[src/rtl/button_press_classifier_pkg.sv]
// Shared definitions for the button press classifier.
// Holds the FSM state type and the default timing parameters used by the
// top module when no overrides are given.
package button_press_classifier_pkg;

  // Gesture tracking states; 3 bits leaves room for all five encodings.
  typedef enum logic [2:0] {
    ST_IDLE      = 3'd0,
    ST_PRESS1    = 3'd1,
    ST_GAP       = 3'd2,
    ST_PRESS2    = 3'd3,
    ST_LONG_HELD = 3'd4
  } state_e;

  localparam int DEF_CNT_W       = 16;
  localparam int DEF_LONG_CYCLES = 50000;
  localparam int DEF_GAP_CYCLES  = 20000;

endpackage : button_press_classifier_pkg

[src/rtl/button_press_classifier.sv]
// Classifies debounced button gestures into short, long and double presses.
// Each gesture yields at most one single-cycle event pulse.
//
// Ports:
//   clk          - rising-edge clock
//   rst          - synchronous reset, active-high
//   clean_in     - debounced button level
//   short_press  - one-cycle pulse: press then a full gap with no second press
//   long_press   - one-cycle pulse: first press held LONG_CYCLES samples
//   double_press - one-cycle pulse: second press within the gap window
//   held         - level, high while a long (or long double) press is held
//   busy         - level, high whenever a gesture is in progress
module button_press_classifier
  import button_press_classifier_pkg::*;
#(
  parameter int CNT_W       = DEF_CNT_W,
  parameter int LONG_CYCLES = DEF_LONG_CYCLES,
  parameter int GAP_CYCLES  = DEF_GAP_CYCLES
) (
  input  logic clk,
  input  logic rst,
  input  logic clean_in,
  output logic short_press,
  output logic long_press,
  output logic double_press,
  output logic held,
  output logic busy
);

  // The counter holds k-1 while the k-th sample of a run is being examined,
  // so the terminal compare values are one less than the cycle counts.
  localparam logic [CNT_W-1:0] LONG_LAST = CNT_W'(LONG_CYCLES - 1);
  localparam logic [CNT_W-1:0] GAP_LAST  = CNT_W'(GAP_CYCLES - 1);
  localparam logic [CNT_W-1:0] CNT_ONE   = CNT_W'(1);

  state_e           state_q, state_d;
  logic [CNT_W-1:0] cnt_q, cnt_d;
  logic             prev_q;
  logic             short_q, short_d;
  logic             long_q, long_d;
  logic             double_q, double_d;
  logic             rise;

  assign rise = clean_in & ~prev_q;

  always_comb begin
    // NOTE: every signal assigned here gets a default first, so no path can
    // leave it unassigned and infer a latch.
    state_d  = state_q;
    cnt_d    = cnt_q;
    short_d  = 1'b0;
    long_d   = 1'b0;
    double_d = 1'b0;

    unique case (state_q)
      ST_IDLE: begin
        if (rise) begin
          state_d = ST_PRESS1;
          cnt_d   = CNT_ONE;
        end
      end

      ST_PRESS1: begin
        if (clean_in) begin
          if (cnt_q == LONG_LAST) begin
            long_d  = 1'b1;
            state_d = ST_LONG_HELD;
          end else begin
            cnt_d = cnt_q + CNT_ONE;
          end
        end else begin
          state_d = ST_GAP;
          cnt_d   = CNT_ONE;
        end
      end

      ST_GAP: begin
        // A press arriving on the expiry sample wins: it is a double press.
        if (clean_in) begin
          state_d = ST_PRESS2;
          cnt_d   = CNT_ONE;
        end else if (cnt_q == GAP_LAST) begin
          short_d = 1'b1;
          state_d = ST_IDLE;
        end else begin
          cnt_d = cnt_q + CNT_ONE;
        end
      end

      ST_PRESS2: begin
        if (!clean_in) begin
          double_d = 1'b1;
          state_d  = ST_IDLE;
        end else if (cnt_q == LONG_LAST) begin
          // Holding the second press long still reports a double press only.
          double_d = 1'b1;
          state_d  = ST_LONG_HELD;
        end else begin
          cnt_d = cnt_q + CNT_ONE;
        end
      end

      ST_LONG_HELD: begin
        // Release after a long hold is silent.
        if (!clean_in) state_d = ST_IDLE;
      end

      default: state_d = ST_IDLE;
    endcase
  end

  // NOTE: sequential state uses non-blocking assignments so every flop
  // samples the pre-edge values regardless of statement order.
  always_ff @(posedge clk) begin
    if (rst) begin
      state_q  <= ST_IDLE;
      cnt_q    <= '0;
      // prev resets high so a button held through reset is not seen as a rise.
      prev_q   <= 1'b1;
      short_q  <= 1'b0;
      long_q   <= 1'b0;
      double_q <= 1'b0;
    end else begin
      state_q  <= state_d;
      cnt_q    <= cnt_d;
      prev_q   <= clean_in;
      short_q  <= short_d;
      long_q   <= long_d;
      double_q <= double_d;
    end
  end

  assign short_press  = short_q;
  assign long_press   = long_q;
  assign double_press = double_q;
  assign held         = (state_q == ST_LONG_HELD);
  assign busy         = (state_q != ST_IDLE);

endmodule : button_press_classifier
[config.mk]
export PLATFORM = sky130hd
export DESIGN_NAME = button_press_classifier
export DESIGN_NICKNAME = d
export VERILOG_FILES = /design/src/rtl/button_press_classifier_pkg.sv /design/src/rtl/button_press_classifier.sv
export SDC_FILE = /design/constraint.sdc
export NUM_CORES = 1
export LEC_CHECK = 0
export BUFFER_PORTS_ARGS = -buffer_cell sky130_fd_sc_hd__buf_4
export CAP_MARGIN = 20
export CORE_ASPECT_RATIO = 1.2
export CORE_MARGIN = 2
export CORE_UTILIZATION = 30
export DETAILED_ROUTE_END_ITERATION = 6
export PLACE_DENSITY_LB_ADDON = 0.08
export SETUP_SLACK_MARGIN = 0.1
export SYNTH_ARGS = -nofsm -noshare
export SYNTH_HDL_FRONTEND = slang
export SYNTH_SLANG_ARGS = --single-unit
[constraint.sdc]
create_clock -name clk -period 2.95 [get_ports clk]
set_input_delay 0.59 -clock clk [delete_from_list [all_inputs] [get_ports clk]]
set_output_delay 0.59 -clock clk [all_outputs]
set_load 0.1 [all_outputs]
==> metrics.md, run 1 <==
| Metric | Value |
|---|---|
| Pleak | `0.492 nW` |
| Non-Filler Instances | `224` |
| Global Route Usage Sum | `14.7%` |
| Root buffer cell | `clkbuf_8` |
| Crit path max-delay family | `compound AO/OA/AOI/OAI gates` |
| GP Congestion | `0.875` |
| Fraction of layout cells with a size suffix above 1 | `10.1%` |
| Port bufs | `7` |
| Post-synthesis area per instance | `8.01 um2` |
| Crit-path cells | `nor2_1 -> a221o_1 -> a21oi_1 -> nand2_1 -> a31o_2` |
| Mux cell area share after synthesis | `2.29%` |
| Vias in the first global route | `1239` |
| CP Class | `reg2reg` |
| First-pass GRT wire length | `5760 um` |
| Status | `complete, no violations` |
| Fin nets | `173` |
| Vias/cell | `5.67` |
| Syn nets | `168` |
| Fin. Hold Viols | `0` |
| Total power | `0.577 mW` |
| Synth Area in Compound Gates | `18.6%` |
| Achievable Freq | `426 MHz` |
| Post-place setup slack | `0.464 ns` |
| Worst IR Drop VDD | `0.154 mV` |
| Routed WL | `3350 um` |
| Power per cell area | `402 nW/um2` |
| Tightest Pin Transition | `0.942 ns` |
| Layout area overhead | `9.24%` |
| CTS sink count | `23` |
| Hold Crit Class | `reg2reg` |
| Routed len/inst | `14.9 um` |
| Initial antenna violation count | `0` |
| Core Area | `4230 um2` |
| Post-synth EDFFs | `0` |
| Main combinational cell family by area after synthesis | `simple AND/OR/NAND/NOR gates` |
| Critical path buffers and inverters | `0` |
| Area taken by flip-flops and latches | `460 um2` |
| Startpoint types | `flop` |
| Total grt overflow | `0` |
| Die Wd | `64.4 um` |
| Detailed-route via count | `1269` |
| Fin. max-slew vios | `0` |
| CP max FO | `12` |
| Cell area after synthesis | `1310 um2` |
| Mapped Cells | `164` |
| CTS resizes | `0` |
| Synth cell types | `46` |
| Yosys reg bits | `23` |
| H-tree depth | `1` |
| Setup Skew | `0.00604 ns` |
| Crit path DAT | `2.51 ns` |
| Async SR Flop Fraction | `0%` |
| Postcts setup bufs | `0` |
| Row count | `26` |
| Sequential area share after synthesis | `35.0%` |
| Die area | `4930 um2` |
| Worst path required time | `3.11 ns` |
| Minimum clock period | `2.35 ns` |
| Layout Utilization | `33.9%` |
| Placed Cells | `220` |
| Die Span Y | `76.5 um` |
| Initial core utilization | `31.1%` |
| Crit. End Element | `flop` |
| Rel. slew slack | `37.2%` |
| Final antenna-violating net count | `0` |
| Worst skew pair latency | `0.26 ns` |
| Crit path setup slack, layout | `0.605 ns` |
| Multi-input logic area | `777 um2` |
| RSZ-0062 raised after global routing | `no` |
| Drt pass-1 iters | `5` |
| # hold bufs at CTS | `0` |
| Top-level port count | `8` |
| Number of remaining DRC errors | `0` |
| Synth Flop Type | `dfxtp_1` |
| Period utilisation layout | `79.5%` |
| CTS buffer count | `3` |
| Max stage delay on crit path | `0.76 ns` |
| Largest net degree at the start of global routing | `14` |
| Setup-failing EPs final | `0` |
| Clock slew at the register clock pins of the worst setup and hold paths | `0.09 ns` |
| Clk buf depth | `2` |
| Initial drt markers | `128` |
| Post-Synth XOR/XNOR Area | `0.667%` |
| Setup_tns | `0 ns` |
| CP max-delay cell | `a21oi_1` |
| Max Cap Viol | `0` |
| DPL Wire Length | `2520 um` |
| # fillers | `466` |
| CTS tree | `done` |
| Adder-cell share of the synthesized area | `0.952%` |
| Post-Synth Simple-Gate Area | `36.7%` |
| Number of warnings issued by yosys | `0` |
| Ant diodes | `0` |
==> kinds of logic (layout without fill, tap and decap cells) <==
family | Yosys count | in the layout
AOI/OAI and AO/OA | 39 | 39
and+or+nand+nor | 83 | 83
DFF | 23 | 23
buffers and inverters | 14 | 18
adders and majority gates | 1 | 1
xor gates and xnor gates | 1 | 1
muxes | 3 | 3
==> tightest hold or removal path: cells and delay by family (launching register included) <==
family	cells	cell delay (ns)
multiplexers	1	0.05
flip-flops	1	0.35
AND/OR/NAND/NOR	1	0.06
==> where the power goes <==
part | switching [mW] | internal (mW)
sequential | 0.00474 | 0.313
clock | 0.101 | 0.0963
combinational | 0.0425 | 0.0186
total | 0.148 | 0.428
==> synth_stat cells, types with 2 or more instances <==
| library cell | instances | area share [%] |
|---|---|---|
| nor4b_1 | 2 | 1.3 |
| inv_1 | 6 | 1.7 |
| a211oi_1 | 2 | 1.1 |
| or2_2 | 2 | 0.95 |
| mux2i_1 | 3 | 2.3 |
| o21ai_0 | 9 | 3.4 |
| and4b_1 | 3 | 2.3 |
| a21oi_1 | 12 | 4.6 |
| nand4_1 | 7 | 3.3 |
| nand2b_1 | 2 | 0.95 |
| nand3_1 | 6 | 2.3 |
| a31oi_1 | 4 | 1.9 |
| nand4b_1 | 2 | 1.3 |
| or4_1 | 2 | 1.1 |
| nand3b_1 | 2 | 1.1 |
| nor3_1 | 5 | 1.9 |
| clkbuf_1 | 3 | 0.86 |
| dfxtp_1 | 23 | 35 |
| and3_1 | 2 | 0.95 |
| nand2_1 | 12 | 3.4 |
| nor2_1 | 20 | 5.7 |
| o31ai_1 | 3 | 1.7 |
| nor4_1 | 3 | 1.4 |
| buf_6 | 2 | 1.7 |
| nor2b_1 | 3 | 1.4 |
| or3_1 | 3 | 1.4 |
| buf_4 | 2 | 1.1 |
==> flip-flops by register name, summed over array words and instances (netlist names) <==
register      cells
state_q           3
short_press       1
cnt_q            16
long_press        1
double_press      1
prev_q            1
==> cells in the final DEF (no fill, tap or decap), types with 2 or more instances in the layout <==
cell / synthesis / layout
and3_1: 2 / 2
mux2i_1: 3 / 3
o21ai_0: 9 / 9
a211oi_1: 2 / 2
and4b_1: 3 / 3
inv_1: 6 / 6
nand2_1: 12 / 12
nor4_1: 3 / 3
nor3_1: 5 / 5
nor2b_1: 3 / 3
nor4b_1: 2 / 2
nand4b_1: 2 / 2
a21oi_1: 12 / 12
o31ai_1: 3 / 3
nand4_1: 7 / 7
or3_1: 3 / 3
or2_2: 2 / 2
a31oi_1: 4 / 4
nor2_1: 20 / 20
or4_1: 2 / 2
nand3_1: 6 / 6
nand2b_1: 2 / 2
clkbuf_8: 0 / 3
dfxtp_1: 23 / 23
buf_4: 2 / 8
nand3b_1: 2 / 2
==> metrics by stage <==
step	instance area [um2]	hold WS [ns]
floorplan	1310	0.454
global placement	1390	0.485
detailed placement	1390	0.490
CTS	1440	0.502
global route	1440	0.538
finish	1440	0.502
==> area by class of cell <==
type                       count  area share, %
clock buffer                   4           3.14
multi-input combinational    127           54.1
inverter                       6           1.57
timing repair buffer           8           4.18
tap                           56           4.88
sequential                    23           32.1
==> layer usage <==
| layer | track usage, % | share of wire, % | wire (um) |
|---|---|---|---|
| met5 | 0 | 0 | 0 |
| met4 | 5.96 | 2.2 | 73 |
| met3 | 1.77 | 5.0 | 167 |
| met2 | 24.5 | 49 | 1650 |
| met1 | 18.9 | 43 | 1460 |
==> final timing paths <==
path                            depth (start not counted)        from        end  slack [ns]
worst max-delay path                                    5  state_q[1]   cnt_q[0]        0.60
worst min-delay path                                    2   cnt_q[13]  cnt_q[13]        0.50
worst max register to register                          5  state_q[1]   cnt_q[0]        0.60
worst min register to register                          2   cnt_q[13]  cnt_q[13]        0.50
Power figures use the tool's default switching activity.
==> run 2: changes to the inputs <==
- clock period: 2.95 -> 2.1 ns (I/O delays scaled with it)
==> run 2 against run 1 <==
Net effect:
- sequential share of layout area down 5.3 points
- critical path depth up 4
- design area up 21%
- fmax up 20%
- final cell count up 15%
- sequential cell count unchanged
- combinational power up 100%
==> metrics.md, run 2 (synthesis results as in run 1) <==
| Metric | Value |
|---|---|
| R2R depth | `9` |
| Vias in the first global route | `1336` |
| Worst IR Drop VDD | `0.225 mV` |
| Startpoint types | `flop` |
| Clock slew at the register clock pins of the worst setup and hold paths | `0.08 ns` |
| Worst hold stages | `2` |
| Top-level port count | `8` |
| Detailed-route via count | `1407` |
| CTS sink count | `23` |
| Setup Skew | `0.00195 ns` |
| Initial core utilization | `31.1%` |
| Setup-failing EPs final | `0` |
| Tightest Pin Transition | `0.439 ns` |
| Achievable Freq | `510 MHz` |
| Core Area | `4230 um2` |
| Crit. End Element | `flop` |
| Pleak | `0.657 nW` |
| Initial drt markers | `93` |
| Port bufs | `7` |
| Fraction of layout cells with a size suffix above 1 | `31.8%` |
| Fin nets | `206` |
| Layout Utilization | `41.0%` |
| Fin. max-slew vios | `0` |
| Global Route Usage Sum | `16.7%` |
| Drt pass-1 iters | `4` |
| Worst r2r src | `cnt_q[0]` |
| Routed len/inst | `15.2 um` |
| Die Wd | `64.4 um` |
| H-tree depth | `1` |
| Non-Filler Instances | `257` |
| Largest net degree at the start of global routing | `14` |
| Worst path required time | `2.31 ns` |
| Placed Cells | `250` |
| Max FFs per register | `16` |
| Status | `complete, no violations` |
| Top Registers | `cnt_q (16), state_q (3)` |
| Fin. Hold Viols | `0` |
| Hold_ws | `0.447 ns` |
| Period utilisation layout | `93.3%` |
| Number of remaining DRC errors | `0` |
| DP Area | `1620 um2` |
| Layout area overhead | `32.1%` |
| DPL Wire Length | `2980 um` |
| First-pass GRT wire length | `6400 um` |
| Crit path DAT | `2.17 ns` |
| Die area | `4930 um2` |
| Routed WL | `3900 um` |
| Die Span Y | `76.5 um` |
| WHS Endpoint | `cnt_q[6]` |
| Worst hold start | `rst` |
| GP Congestion | `0.925` |
| Crit path from | `cnt_q[0]` |
| # fillers | `430` |
| Total grt overflow | `0` |
| RSZ-0062 raised after global routing | `no` |
| CP max FO | `7` |
| Reg-to-reg endpoint | `cnt_q[15]` |
| Vias/cell | `5.47` |
| CTS tree | `done` |
| Hold Crit Class | `in2reg` |
| CTS buffer count | `3` |
| Rel. slew slack | `70.7%` |
| Root buffer cell | `clkbuf_8` |
| # hold bufs at CTS | `0` |
| Flop-to-flop setup slack | `0.14 ns` |
| CP Class | `reg2reg` |
| Minimum clock period | `1.96 ns` |
| Power per cell area | `489 nW/um2` |
| Initial antenna violation count | `0` |
| Design area | `1740 um2` |
| Worst skew pair latency | `0.27 ns` |
| Max Cap Viol | `0` |
| Setup_tns | `0 ns` |
| Most flops, register | `cnt_q` |
| Final antenna-violating net count | `0` |
| Leading cell type in the layout, fill and taps excluded | `buf_4` |
| Most frequent cells in the layout | `buf_4 (40), nor2_1 (20), dfxtp_1 (19), nand2_1 (12), a21oi_1 (10)` |
| Row count | `26` |
| Ant diodes | `0` |
| Clk buf depth | `2` |
[run 2: timing repair]
action,4_1_cts,5_1_grt
endpoints found under the setup margin,2,13
buffers inserted,0,3
gates resized for setup,1,14
pin swaps,0,5
[run 2: cell type report]
type,count,area (um2),share of cell area (%)
Multi-Input combinational cell,127,820,47.2
Sequential cell,23,465,26.8
Clock buffer,3,41.3,2.38
Inverter,6,22.5,1.30
Clock inverter,1,5.00,0.288
Timing Repair Buffer,41,312,18.0
Tap cell,56,70.1,4.04
[run 2: worst max-delay path by stage]
stage | end | slack [ns]
3_5_place_dp | cnt_q[15] | 0.05
4_1_cts | cnt_q[15] | 0.11
3_3_place_gp | cnt_q[15] | 0.08
5_1_grt | cnt_q[15] | 0.10
2_1_floorplan | cnt_q[14] | 0.22
6_report | cnt_q[15] | 0.14
[run 2: metrics by stage]
| stage | worst slack (ns) | total power [mW] |
|---|---|---|
| 6_report | 0.140 | 0.849 |
| 5_1_grt | 0.105 | 0.885 |
| 4_1_cts | 0.109 | 0.855 |
| 3_5_place_dp | 0.0546 | 0.573 |
| 3_3_place_gp | 0.0773 | 0.573 |
| 2_1_floorplan | 0.222 | 0.528 |
[run 2: power breakdown]
group	switching, mW	total, mW	internal (mW)
clock network	0.147	0.280	0.133
logic	0.0717	0.123	0.0512
registers	0.00445	0.445	0.441
[run 2: critical path, cell delays in order, from the launching register on]
cell	delay, ns
dfxtp_2	0.33
ha_2	0.19
nand4_1	0.11
buf_4	0.13
nor3_2	0.05
buf_4	0.14
a21o_1	0.17
buf_6	0.13
or4_1	0.51
a21oi_1	0.13
[run 2: routing by layer]
layer  track usage [%]  up-vias  wire length, um
li1                  -      694                -
met1              21.1      668             1690
met2              28.4       39             1970
met3              1.92        6              176
met4              6.81        0               62
met5                 0        -                0
==> run 3: changes to the inputs <==
- CORE_MARGIN: 2 -> not set
- RECOVER_POWER: not set -> 100
==> run 3 against run 2 <==
Net effect:
- global-route usage up 1.8 points
- power shrank 0.25%
- register-to-register slack gained 0.03 ns
- final cell count shrank 1.2%
- largest power group unchanged
- fmax increased by 1.7%
- worst setup slack better by 0.032 ns
- highest routed layer unchanged
- sequential power hardly changed
==> metrics.md, run 3 (synthesis results as in run 1) <==
| Metric | Value |
|---|---|
| H-tree depth | `1` |
| CTS sink count | `23` |
| CP max FO | `7` |
| Fin. max-slew vios | `0` |
| Period utilisation layout | `91.8%` |
| Setup_tns | `0 ns` |
| Worst hold start | `rst` |
| Routed len/inst | `15.9 um` |
| Layout area overhead | `28.5%` |
| Initial antenna violation count | `0` |
| DPL Wire Length | `3050 um` |
| Largest net degree at the start of global routing | `14` |
| GP Congestion | `0.901` |
| Clk buf depth | `2` |
| Setup-failing EPs final | `0` |
| CP Class | `reg2reg` |
| Top-level port count | `8` |
| Vias/cell | `5.41` |
| Core Area | `4230 um2` |
| DR WL met3 | `102 um` |
| RSZ-0062 raised after global routing | `yes` |
| Clock slew at the register clock pins of the worst setup and hold paths | `0.08 ns` |
| Hold Crit Class | `in2reg` |
| DP Area | `1600 um2` |
| Drt pass-1 iters | `5` |
| Multi-input logic area | `827 um2` |
| Worst IR Drop VDD | `0.148 mV` |
| Power per cell area | `501 nW/um2` |
| First-pass GRT wire length | `6530 um` |
| Routed WL | `4030 um` |
| Fraction of layout cells with a size suffix above 1 | `26.3%` |
| Fin. Hold Viols | `0` |
| Design area | `1690 um2` |
| CP max-delay cell | `or3b_1` |
| Status | `complete, no violations` |
| Crit-path cells | `or3b_1 -> nor4_4 -> a21oi_1 -> clkbuf_2 -> a31oi_1 -> nor3_1` |
| Worst r2r src | `cnt_q[15]` |
| Metal2 WL | `2060 um` |
| Die area | `4650 um2` |
| Initial core utilization | `31.1%` |
| Total power | `0.846 mW` |
| Achievable Freq | `519 MHz` |
| Worst path required time | `2.26 ns` |
| Worst hold stages | `2` |
| CTS buffer count | `3` |
| Ant diodes | `0` |
| Tightest Pin Transition | `0.546 ns` |
| Vias in the first global route | `1378` |
| Post-place setup slack | `0.0553 ns` |
| Worst skew pair latency | `0.27 ns` |
| Crit path setup slack, layout | `0.172 ns` |
| Root buffer cell | `clkbuf_8` |
| Crit path from | `cnt_q[15]` |
| Detailed-route via count | `1375` |
| Number of remaining DRC errors | `0` |
| Hold_ws | `0.446 ns` |
| Top sig layer | `met4` |
| Top Registers | `cnt_q (16), state_q (3)` |
| Crit. End Element | `flop` |
| # fillers | `444` |
| Reg-to-reg endpoint | `cnt_q[9]` |
| Row count | `26` |
| Minimum clock period | `1.93 ns` |
| Max Cap Viol | `0` |
| Met1 WL | `1820 um` |
| Port bufs | `7` |
| # hold bufs at CTS | `0` |
| Total grt overflow | `0` |
| Die Span Y | `74.5 um` |
| Pleak | `0.623 nW` |
| Startpoint types | `flop` |
| Setup Skew | `0.00212 ns` |
| Rel. slew slack | `63.8%` |
| Fin nets | `203` |
| WHS Endpoint | `cnt_q[5]` |
| Max FFs per register | `16` |
| CTS tree | `done` |
| Leading cell type in the layout, fill and taps excluded | `buf_4` |
| Crit path DAT | `2.09 ns` |
| Most flops, register | `cnt_q` |
| Initial drt markers | `123` |
| R2R depth | `6` |
| Max stage delay on crit path | `0.45 ns` |
| Final antenna-violating net count | `0` |
| Most frequent cells in the layout | `buf_4 (27), nor2_1 (20), dfxtp_1 (20), nand2_1 (12), a21oi_1 (12)` |
| Flop-to-flop setup slack | `0.17 ns` |
| Area taken by flip-flops and latches | `464 um2` |
| Die Wd | `62.4 um` |
| Global Route Usage Sum | `18.5%` |
[run 3: cell types whose count changed in the layout (fill, tap and decap cells not counted), moves of 2 or more]
cell	before	now
and4b_2	2	0
and4b_1	1	3
clkbuf_2	0	5
buf_4	40	27
a21oi_2	2	0
clkbuf_4	0	2
clkbuf_1	0	4
a21oi_1	10	12
[run 3: repair_timing]
action | in CTS | in global routing
pin swaps | 0 | 4
gates cloned | 0 | 0
buffers inserted | 0 | 2
setup endpoints to repair | 1 | 11
resized for setup | 1 | 12
[run 3: metal layers]
metal | global-route usage, % | up-vias
li1 | - | 684
met1 | 21.6 | 662
met2 | 33.6 | 23
met3 | 1.84 | 6
met4 | 9.82 | 0
met5 | 0 | -
[run 3: per-stage QoR]
stage          util [%]  std cells
2_1_floorplan         -        164
3_3_place_gp       37.8        248
3_5_place_dp       37.8        248
4_1_cts            38.9        252
5_1_grt            39.9        254
6_report           39.9        254
[run 3: how the worst max path moves through the flow]
stage | to | slack [ns]
global placement | cnt_q[14] | 0.08
global route | cnt_q[9] | 0.04
finish | cnt_q[9] | 0.17
CTS | cnt_q[14] | 0.14
detailed placement | cnt_q[15] | 0.06
floorplan | cnt_q[14] | 0.22
[run 3: cell type report]
| type | count | share of cell area (%) |
|---|---|---|
| Clock buffer | 4 | 2.67 |
| Inverter | 6 | 1.33 |
| Multi-Input combinational cell | 127 | 49.0 |
| Sequential cell | 23 | 27.5 |
| Tap cell | 56 | 4.15 |
| Timing Repair Buffer | 38 | 15.3 |
[run 3: power breakdown]
part	internal, mW	switching, mW
combinational	0.0478	0.0704
clock	0.136	0.146
sequential	0.441	0.00556
total	0.624	0.222
[run 3: critical path: cells and delay by family, from the launching register on]
kind	cells	cell delay, ns
and+or+nand+nor	3	0.90
AOI/OAI and AO/OA	2	0.38
DFF	1	0.34
buffers and inverters	1	0.20
